`src/rtl/fb_pkg.sv`:
```
// Shared types and default widths for the frame-buffer scheduler slice.
package fb_pkg;

    localparam int FB_ADDR_W = 14;
    localparam int FB_DATA_W = 36;

    typedef enum logic [1:0] {
        WR_IDLE = 2'd0,
        WR_FILL = 2'd1,
        WR_HOLD = 2'd2
    } wr_state_e;

endpackage

```
`src/rtl/frame_buffer_scheduler_if.sv`:
```
// Capture/display handshakes plus the BRAM port, bundled for the scheduler.
interface frame_buffer_scheduler_if
    import fb_pkg::*;
#(
    parameter int ADDR_W = FB_ADDR_W,
    parameter int DATA_W = FB_DATA_W
) ();

    logic              wr_req;
    logic [ADDR_W-1:0] wr_addr;
    logic [DATA_W-1:0] wr_data;
    logic              wr_ack;

    logic              rd_req;
    logic [ADDR_W-1:0] rd_addr;
    logic              rd_ack;
    logic              rd_valid;
    logic [DATA_W-1:0] rd_data;

    logic [ADDR_W:0]   bram_addr;
    logic [DATA_W-1:0] bram_din;
    logic              bram_we;
    logic [DATA_W-1:0] bram_dout;

    modport slave (
        input  wr_req, wr_addr, wr_data, rd_req, rd_addr, bram_dout,
        output wr_ack, rd_ack, rd_valid, rd_data, bram_addr, bram_din, bram_we
    );

    modport master (
        output wr_req, wr_addr, wr_data, rd_req, rd_addr, bram_dout,
        input  wr_ack, rd_ack, rd_valid, rd_data, bram_addr, bram_din, bram_we
    );

endinterface

```
`src/rtl/fb_grant_arb.sv`:
```
// Read-priority grant for the shared BRAM port; FB_STARVE_GUARD_EN adds a
// starvation counter that forces a write after STARVE_MAX blocked cycles.
module fb_grant_arb #(
    parameter int STARVE_MAX = 4
) (
    input  logic clk,
    input  logic reset_n,
    input  logic fill,
    input  logic rd_req,
    input  logic wr_req,
    output logic rd_gnt,
    output logic wr_gnt
);

`ifdef FB_STARVE_GUARD_EN
    localparam int CNT_W = $clog2(STARVE_MAX + 1);

    logic [CNT_W-1:0] starve_cnt;
    logic             force_wr;

    assign force_wr = fill && wr_req && (starve_cnt == CNT_W'(STARVE_MAX));
    assign rd_gnt   = rd_req && !force_wr;
    assign wr_gnt   = fill && wr_req && (!rd_req || force_wr);

    always_ff @(posedge clk or negedge reset_n) begin
        if (!reset_n) begin
            starve_cnt <= '0;
        end else if (!fill || wr_gnt) begin
            starve_cnt <= '0;
        end else if (wr_req && rd_gnt) begin
            starve_cnt <= starve_cnt + CNT_W'(1);
        end
    end
`else
    // Strict read priority: reads are served in every writer state.
    assign rd_gnt = rd_req;
    assign wr_gnt = fill && wr_req && !rd_req;

    logic unused_arb;
    assign unused_arb = ^{clk, reset_n, 32'(STARVE_MAX)};
`endif

endmodule

```
`src/rtl/frame_buffer_scheduler.sv`:
```
// Ping-pong frame-buffer port scheduler: writer FSM, bank swap at vsync and
// registered read return. Optional FB_STARVE_GUARD_EN enables write anti-starvation.
//
// state   | meaning
// WR_IDLE | no capture frame open; writes acked and discarded
// WR_FILL | capturing into wr_bank; writes arbitrated onto the port
// WR_HOLD | full frame captured, waiting for vsync to swap banks
module frame_buffer_scheduler
    import fb_pkg::*;
#(
    parameter int ADDR_W     = FB_ADDR_W,
    parameter int DATA_W     = FB_DATA_W,
    parameter int STARVE_MAX = 4
) (
    input  logic clk,
    input  logic reset_n,
    input  logic frame_flag,
    input  logic vsync,
    output logic rd_bank,
    output logic wr_bank,
    output logic frame_dropped,
    frame_buffer_scheduler_if.slave bus
);

    wr_state_e         state_q, state_d;
    logic              swap, drop;
    logic              fill;
    logic              rd_gnt, wr_gnt;
    logic              rd_bank_q;
    logic              drop_q;
    logic [ADDR_W:0]   addr_q, addr_nxt;
    logic              rd_pend_q;
    logic              rd_valid_q;
    logic [DATA_W-1:0] rd_data_q;

    assign fill = (state_q == WR_FILL);

    fb_grant_arb #(
        .STARVE_MAX (STARVE_MAX)
    ) u_arb (
        .clk     (clk),
        .reset_n (reset_n),
        .fill    (fill),
        .rd_req  (bus.rd_req),
        .wr_req  (bus.wr_req),
        .rd_gnt  (rd_gnt),
        .wr_gnt  (wr_gnt)
    );

    always_comb begin
        state_d = state_q;
        swap    = 1'b0;
        drop    = 1'b0;
        case (state_q)
            WR_IDLE: if (frame_flag) state_d = WR_FILL;
            WR_FILL: if (frame_flag) state_d = WR_HOLD;
            WR_HOLD: begin
                if (vsync) begin
                    swap    = 1'b1;
                    state_d = frame_flag ? WR_FILL : WR_IDLE;
                end else if (frame_flag) begin
                    drop = 1'b1;
                end
            end
            default: state_d = WR_IDLE;
        endcase
    end

    // An idle port keeps presenting the last granted address.
    always_comb begin
        addr_nxt = addr_q;
        if (rd_gnt) begin
            addr_nxt = {rd_bank_q, bus.rd_addr};
        end else if (wr_gnt) begin
            addr_nxt = {~rd_bank_q, bus.wr_addr};
        end
    end

    assign bus.bram_addr = reset_n ? addr_nxt : '0;
    assign bus.bram_we   = reset_n && wr_gnt;
    assign bus.bram_din  = (reset_n && wr_gnt) ? bus.wr_data : '0;
    assign bus.rd_ack    = reset_n && rd_gnt;
    assign bus.wr_ack    = reset_n && (wr_gnt || (bus.wr_req && !fill));

    always_ff @(posedge clk or negedge reset_n) begin
        if (!reset_n) begin
            state_q    <= WR_IDLE;
            rd_bank_q  <= 1'b0;
            drop_q     <= 1'b0;
            addr_q     <= '0;
            rd_pend_q  <= 1'b0;
            rd_valid_q <= 1'b0;
            rd_data_q  <= '0;
        end else begin
            state_q    <= state_d;
            rd_bank_q  <= rd_bank_q ^ swap;
            drop_q     <= drop;
            addr_q     <= addr_nxt;
            rd_pend_q  <= rd_gnt;
            rd_valid_q <= rd_pend_q;
            if (rd_pend_q) begin
                rd_data_q <= bus.bram_dout;
            end
        end
    end

    assign rd_bank       = rd_bank_q;
    assign wr_bank       = ~rd_bank_q;
    assign frame_dropped = drop_q;
    assign bus.rd_valid  = rd_valid_q;
    assign bus.rd_data   = rd_data_q;

endmodule

```
`src/flat_wrapper.sv`:
```
// flat-port wrapper written by rule: the top's interface ports become plain ports
module frame_buffer_scheduler_flat import fb_pkg::*;
#(
    parameter int ADDR_W     = FB_ADDR_W,
    parameter int DATA_W     = FB_DATA_W,
    parameter int STARVE_MAX = 4
)
  (clk, reset_n, frame_flag, vsync, rd_bank, wr_bank, frame_dropped, bus_wr_req, bus_wr_addr, bus_wr_data, bus_rd_req, bus_rd_addr, bus_bram_dout, bus_wr_ack, bus_rd_ack, bus_rd_valid, bus_rd_data, bus_bram_addr, bus_bram_din, bus_bram_we);
  frame_buffer_scheduler_if #(.ADDR_W(ADDR_W), .DATA_W(DATA_W)) bus_i ();
  input  logic clk;
  input  logic reset_n;
  input  logic frame_flag;
  input  logic vsync;
  output logic rd_bank;
  output logic wr_bank;
  output logic frame_dropped;
  input wire logic [$bits(bus_i.wr_req)-1:0] bus_wr_req;
  input wire logic [$bits(bus_i.wr_addr)-1:0] bus_wr_addr;
  input wire logic [$bits(bus_i.wr_data)-1:0] bus_wr_data;
  input wire logic [$bits(bus_i.rd_req)-1:0] bus_rd_req;
  input wire logic [$bits(bus_i.rd_addr)-1:0] bus_rd_addr;
  input wire logic [$bits(bus_i.bram_dout)-1:0] bus_bram_dout;
  output wire logic [$bits(bus_i.wr_ack)-1:0] bus_wr_ack;
  output wire logic [$bits(bus_i.rd_ack)-1:0] bus_rd_ack;
  output wire logic [$bits(bus_i.rd_valid)-1:0] bus_rd_valid;
  output wire logic [$bits(bus_i.rd_data)-1:0] bus_rd_data;
  output wire logic [$bits(bus_i.bram_addr)-1:0] bus_bram_addr;
  output wire logic [$bits(bus_i.bram_din)-1:0] bus_bram_din;
  output wire logic [$bits(bus_i.bram_we)-1:0] bus_bram_we;
  assign bus_i.wr_req = bus_wr_req;
  assign bus_i.wr_addr = bus_wr_addr;
  assign bus_i.wr_data = bus_wr_data;
  assign bus_i.rd_req = bus_rd_req;
  assign bus_i.rd_addr = bus_rd_addr;
  assign bus_i.bram_dout = bus_bram_dout;
  assign bus_wr_ack = bus_i.wr_ack;
  assign bus_rd_ack = bus_i.rd_ack;
  assign bus_rd_valid = bus_i.rd_valid;
  assign bus_rd_data = bus_i.rd_data;
  assign bus_bram_addr = bus_i.bram_addr;
  assign bus_bram_din = bus_i.bram_din;
  assign bus_bram_we = bus_i.bram_we;
  frame_buffer_scheduler #(.ADDR_W(ADDR_W), .DATA_W(DATA_W), .STARVE_MAX(STARVE_MAX)) u_core (.clk(clk), .reset_n(reset_n), .frame_flag(frame_flag), .vsync(vsync), .rd_bank(rd_bank), .wr_bank(wr_bank), .frame_dropped(frame_dropped), .bus(bus_i));
endmodule
```
`config.mk`:
```
export PLATFORM = sky130hd
export DESIGN_NAME = frame_buffer_scheduler_flat
export DESIGN_NICKNAME = d
export VERILOG_FILES = /design/src/rtl/fb_pkg.sv /design/src/rtl/frame_buffer_scheduler_if.sv /design/src/rtl/fb_grant_arb.sv /design/src/rtl/frame_buffer_scheduler.sv /design/src/flat_wrapper.sv
export SDC_FILE = /design/constraint.sdc
export NUM_CORES = 1
export LEC_CHECK = 0
export ABC_AREA = 0
export BUFFER_PORTS_ARGS = -buffer_cell sky130_fd_sc_hd__buf_4
export CAP_MARGIN = 0
export CORE_AREA = 2 2 86 88
export CTS_CLUSTER_SIZE = 16
export DETAILED_ROUTE_END_ITERATION = 7
export DIE_AREA = 0 0 88 90
export GPL_TIMING_DRIVEN = 0
export HOLD_SLACK_MARGIN = 0.08
export PLACE_DENSITY = 0.79
export RECOVER_POWER = 50
export SKIP_CTS_REPAIR_TIMING = 1
export SLEW_MARGIN = 40
export SYNTH_ARGS = -nofsm -noshare
export SYNTH_HDL_FRONTEND = slang
export SYNTH_SLANG_ARGS = --single-unit
```
`constraint.sdc`:
```
create_clock -name clk -period 1.86 [get_ports clk]
set_clock_uncertainty 0.05 [all_clocks]
set_input_delay 0.372 -clock clk [delete_from_list [all_inputs] [get_ports clk]]
set_output_delay 0.372 -clock clk [all_outputs]
set_load 0.03 [all_outputs]
```
# --- After elaboration in Yosys (flattened, before gate mapping) ---
# Index checks and enable logic that the tools add are counted.
word_totals:
  reg_bits: 57
  word_cells: 39
  rom_bits: 0
  memories: 0
  latchBits: 0
  mem_bits_rw: 0
  inputBits: 106
classes:
  n_reduce_logical: 11
  div: 0
  add_sub_neg: 0
  n_bitwise: 2
  n_shift: 0
  n_lt_le_gt_ge: 0
  mux: 14
  multipliers: 0
  n_eq_ne: 5
op_table:
  columns: ["op", "count"]
  rows:
  - ["15-bit 2-to-1 mux", 3]
  - ["36-bit 2-to-1 mux", 1]
  - ["1-bit logical AND", 6]
  - ["1-bit 2-to-1 mux", 6]
  - ["2-bit 2-to-1 mux", 3]
  - ["2-bit != test, second input constant", 3]
  - ["2-bit case mux with 3 select lines", 1]
  - ["3-bit AND reduction", 1]
  - ["2-bit by 1-bit equality test with 1-bit output, second input constant", 1]
  - ["2-bit equality test, second input constant", 1]
  - ["1-bit zero test", 2]
  - ["2-bit zero test", 1]
  - ["1-bit logical OR", 1]
  - ["1-bit inverter", 1]
  - ["1-bit XOR", 1]

# --- Longest topological paths before layout ---
depth:
  word_depth: 6
  mapped_depth: 5
  mapped_depth_nobuf: 3

# --- Hierarchy ---
# A second synthesis with hierarchy kept.
hier_totals:
  cells_unflattened: 255
  hier_area_um2: 2836.5
by_module_without_submodules:
  columns: ["module", "seq_area_each_um2", "cells_per_inst", "area_each_um2", "n_inst"]
  rows:
  - ["frame_buffer_scheduler", 1426.4, 253, 2820.2, 1]
  - ["fb_grant_arb", 0.0, 2, 16.3, 1]

# --- Least setup slack after synthesis ---
# Ideal clock, no wire load.
synth_timing:
  path_type: "flip-flop to output port"
  start: "reg u_core.state_q[1]"
  end: "out bus_bram_din[26]"
  path_stages_with_launch: 5
  setup_slack_ns: -0.056
  arrival_ns: 1.494
  path_cell_list: "dfrtp_1 -> nand2b_1 -> nor3_2 -> buf_2 -> and2_1"
synth_via:
  elab_chain_len: 5
synth_rtl:
  columns: ["item", "line", "text"]
  rows:
  - ["start: declaration", "frame_buffer_scheduler.sv:25", "wr_state_e state_q, state_d;"]
  - ["start signal: assignment", "frame_buffer_scheduler.sv:95", "state_q <= state_d;"]
  - ["2-bit by 1-bit equality test with 1-bit output", "frame_buffer_scheduler.sv:36", "assign fill = (state_q == WR_FILL);"]
  - ["1-bit logical AND (2 in series)", "fb_grant_arb.sv:37", "assign wr_gnt = fill && wr_req && !rd_req;"]
  - ["1-bit logical AND", null, null]
  - ["named net bus_bram_we", "flat_wrapper.sv:29", "output wire logic [$bits(bus_i.bram_we)-1:0] bus_bram_we;"]
  - ["36-bit 2-to-1 mux", "frame_buffer_scheduler.sv:81", "assign bus.bram_din = (reset_n && wr_gnt) ? bus.wr_data : '0;"]
  - ["end: declaration", "flat_wrapper.sv:28", "output wire logic [$bits(bus_i.bram_din)-1:0] bus_bram_din;"]
# The timed path passes the listed nets, and every way through them passes these cells.

# --- Worst setup path after layout ---
layout_timing:
  start: "reg u_core.state_q[0]"
  end: "out bus_bram_addr[3]"
layout_via:
  elab_chain_len: 6
layout_rtl:
  columns: ["item", "line", "text"]
  rows:
  - ["2-bit by 1-bit equality test with 1-bit output", "frame_buffer_scheduler.sv:36", null]
  - ["1-bit logical AND (2 in series)", "fb_grant_arb.sv:37", null]
  - ["15-bit 2-to-1 mux", "frame_buffer_scheduler.sv:74", "end else if (wr_gnt) begin"]
  - ["15-bit 2-to-1 mux", "frame_buffer_scheduler.sv:72", "if (rd_gnt) begin"]
  - ["15-bit 2-to-1 mux", "frame_buffer_scheduler.sv:79", "assign bus.bram_addr = reset_n ? addr_nxt : '0;"]
  - ["end: declaration", "flat_wrapper.sv:27", "output wire logic [$bits(bus_i.bram_addr)-1:0] bus_bram_addr;"]
# Every way passes these cells.

==> impl_metrics.env <==
export IMPL_max_vdd_ir_drop_uv=465
export IMPL_design_core_area_sq_um=7020
export IMPL_cp_start_kind="flip-flop"
export IMPL_layout_setup_ws_ns=-0.340
export IMPL_clk_pin_slew_ns=0.07
export IMPL_finalCritPeriodShare_pct=118
export IMPL_synth_top_cell_by_area="dfrtp_1"
export IMPL_power_frac_seq_pct=34.6
export IMPL_async_reset_ff_share_pct=100
export IMPL_synthTopCellsByCount="65 x and2_1, 57 x dfrtp_1, 36 x mux2_2"
export IMPL_yosys_warnings=0
export IMPL_finalCriticalPeriod_ns=2.20
export IMPL_required_ns=1.44
export IMPL_layout_drive_gt1_share_pct=69.3
export IMPL_hpwlAfterDp_mm=6.19
export IMPL_seq_area_frac_synth_pct=51.3
export IMPL_comb_power_share_pct=34.6
export IMPL_synth_area_top_cells="dfrtp_1 51%, and2_1 15%, mux2_2 15%, o31a_1 4.4%, nor3b_1 4.1%"
export IMPL_vias=2766
export IMPL_switchingPower_mw=1.33
export IMPL_clock_fmax_ghz=0.454
export IMPL_antenna_found_initial=0
export IMPL_die_area_sq_um=7920
export IMPL_worstSetupPathType="reg -> out"
export IMPL_grt_overflow_total=0
export IMPL_rsz0062_at_grt="true"
export IMPL_yosysMostFrequentCell="and2_1"
export IMPL_arrival_ns=1.78
export IMPL_pin_count=200
export IMPL_syn_nets=343
export IMPL_crit_path_end_kind="output pin"
export IMPL_total_power_mw=4.31
export IMPL_drcViolationCount=0
export IMPL_gp_routability_congestion=0.768
export IMPL_port_buffers=199
export IMPL_drt_iter0_markers=42
export IMPL_max_slew_margin_pct=51.2
export IMPL_yosysTopAreaCellShare_pct=51.3
export IMPL_cts_buffer_depth=2
export IMPL_finalMaxSlewViolations=0
export IMPL_worstMarginPinSlew_ns=0.732
export IMPL_firstDrtPassIters=4
export IMPL_n_antenna_cell=0
export IMPL_root_buffer="clkbuf_8"
export IMPL_utilization_pct=73.7
export IMPL_cts_sinks=57
export IMPL_die_h_um=90
export IMPL_grt_util_all_layers_pct=19.6
export IMPL_insertion_delay_ns=0.33
export IMPL_finalHoldViolations=0
export IMPL_area_growth_pct=86.0
export IMPL_cts_buffers=9
export IMPL_ys_ff_latch=57
export IMPL_cp_max_fo=10
export IMPL_internal_power_mw=2.97
export IMPL_synth_area_per_cell_sq_um=11.7
export IMPL_synth_cell_types=25
export IMPL_setup_violations=52
export IMPL_grt_pass1_vias=2661
export IMPL_synth_edff_count=0
export IMPL_fin_nets=574
export IMPL_synth_area_sq_um=2780
export IMPL_switching_share_pct=31.0
export IMPL_rows=31
export IMPL_grt_pass1_wl_mm=12.1
export IMPL_powerDensity_nw_per_um2=833
export IMPL_avgViaCountPerCell=4.84
export IMPL_cts_tree="yes"
export IMPL_hp_class="in -> reg"
export IMPL_start_util_pct=39.6
export IMPL_leakagePower_nw=2.55
export IMPL_wl_per_cell_um=16.0
export IMPL_clkPwrFrac_pct=30.8
export IMPL_violations="setup timing"
export IMPL_fp_dieW_um=88
export IMPL_grt_max_degree=59
export IMPL_htree_levels=3
export IMPL_netlist_instances=237
export IMPL_outcome="finished with violations"
export IMPL_drtAntennaViolNets=0
export IMPL_cap_violations=0
export IMPL_wirelength_mm=9.14
export IMPL_ys_flop_type="dfrtp_1"
==> registers in the layout (all words and copies together) (netlist names) <==
signal                flops
u_core.rd_pend_q          1
u_core.rd_bank            1
u_core.bus.rd_valid       1
u_core.bus.rd_data       36
u_core.frame_dropped      1
u_core.state_q            2
u_core.addr_q            15
==> power by group through the flow <==
stage,Clock [mW],Sequential (mW),Combinational (mW)
6_report,1.33,1.49,1.49
5_1_grt,1.41,1.51,1.57
4_1_cts,1.36,1.49,1.28
3_5_place_dp,0,1.52,1.28
3_3_place_gp,0,1.51,1.26
2_1_floorplan,0,1.69,0.552
==> cell families after synthesis <==
logic type | share of synthesized area [%]
AND/OR/NAND/NOR | 25.1
flip-flops | 51.3
XOR/XNOR | 0.315
buffers and inverters | 3.42
multiplexers | 14.6
AO/OA/AOI/OAI | 5.31
==> metal layers <==
layer / share of wire, % / GRT usage (%)
met5: 0 / 0
met1: 37 / 21.7
met4: 2.1 / 8.08
met3: 8.4 / 6.43
met2: 53 / 34.0
==> path summary, 6_finish.rpt <==
kind	startpoint	cells after the start	slack, ns	end
worst max-delay path	u_core.state_q[0]$_DFFE_PN0P_	5	-0.34	bus_bram_addr[3]
worst min-delay path	bus_rd_req	1	0.13	u_core.rd_pend_q$_DFF_PN0_
worst max register to register	u_core.rd_pend_q$_DFF_PN0_	3	0.24	u_core.bus.rd_data[6]$_DFFE_PN0P_
worst min register to register	u_core.rd_pend_q$_DFF_PN0_	0	0.33	u_core.bus.rd_valid$_DFF_PN0_
max in group asynchronous	reset_n	3	0.34	u_core.state_q[0]$_DFFE_PN0P_
min in group asynchronous	reset_n	2	0.65	u_core.bus.rd_data[28]$_DFFE_PN0P_
==> final cells by class <==
cell class / instances / area, sq um
buffer: 16 / 123
inverter: 1 / 3.75
sequential: 57 / 1430
clock inverter: 4 / 75.1
clock buffer: 12 / 155
tap: 99 / 124
fill: 466 / 1850
timing repair buffer: 220 / 1870
multi-input combinational: 163 / 1390
==> critical path: stages (launching register included) <==
cell	delay, ns
dfrtp_2	0.43
and4bb_4	0.24
buf_6	0.14
and2_1	0.16
o31a_1	0.32
buf_6	0.15
==> cell usage in the layout, fill, tap and decap left out, types with 2 or more instances in the layout <==
cell type,count
or3_1,14
clkinvlp_4,2
buf_4,159
nand2_1,5
buf_6,61
clkbuf_2,2
and2_1,29
o31a_1,14
clkbuf_8,11
and2_4,36
clkbuf_1,5
mux2_2,36
buf_2,5
bufinv_16,2
nor3b_2,6
dlygate4sd3_1,2
nor3b_1,9
dfrtp_1,56
o21ai_0,2
==> stage by stage <==
| step | cell area, sq um | setup slack (ns) | TNS [ns] | instances | hold slack (ns) |
|---|---|---|---|---|---|
| final | 5170 | -0.340 | -15.15 | 572 | 0.131 |
| after CTS | 4640 | -1.16 | -47.19 | 551 | 0.0560 |
| after floorplan | 2790 | 0.00577 | 0 | 237 | 0.0264 |
| after global routing | 5170 | -0.397 | -18.28 | 572 | 0.117 |
| after detailed placement | 4410 | -1.16 | -46.55 | 535 | 0.313 |
| after global placement | 4410 | -1.09 | -44.06 | 535 | 0.307 |
(Power assumes the default switching activity.)
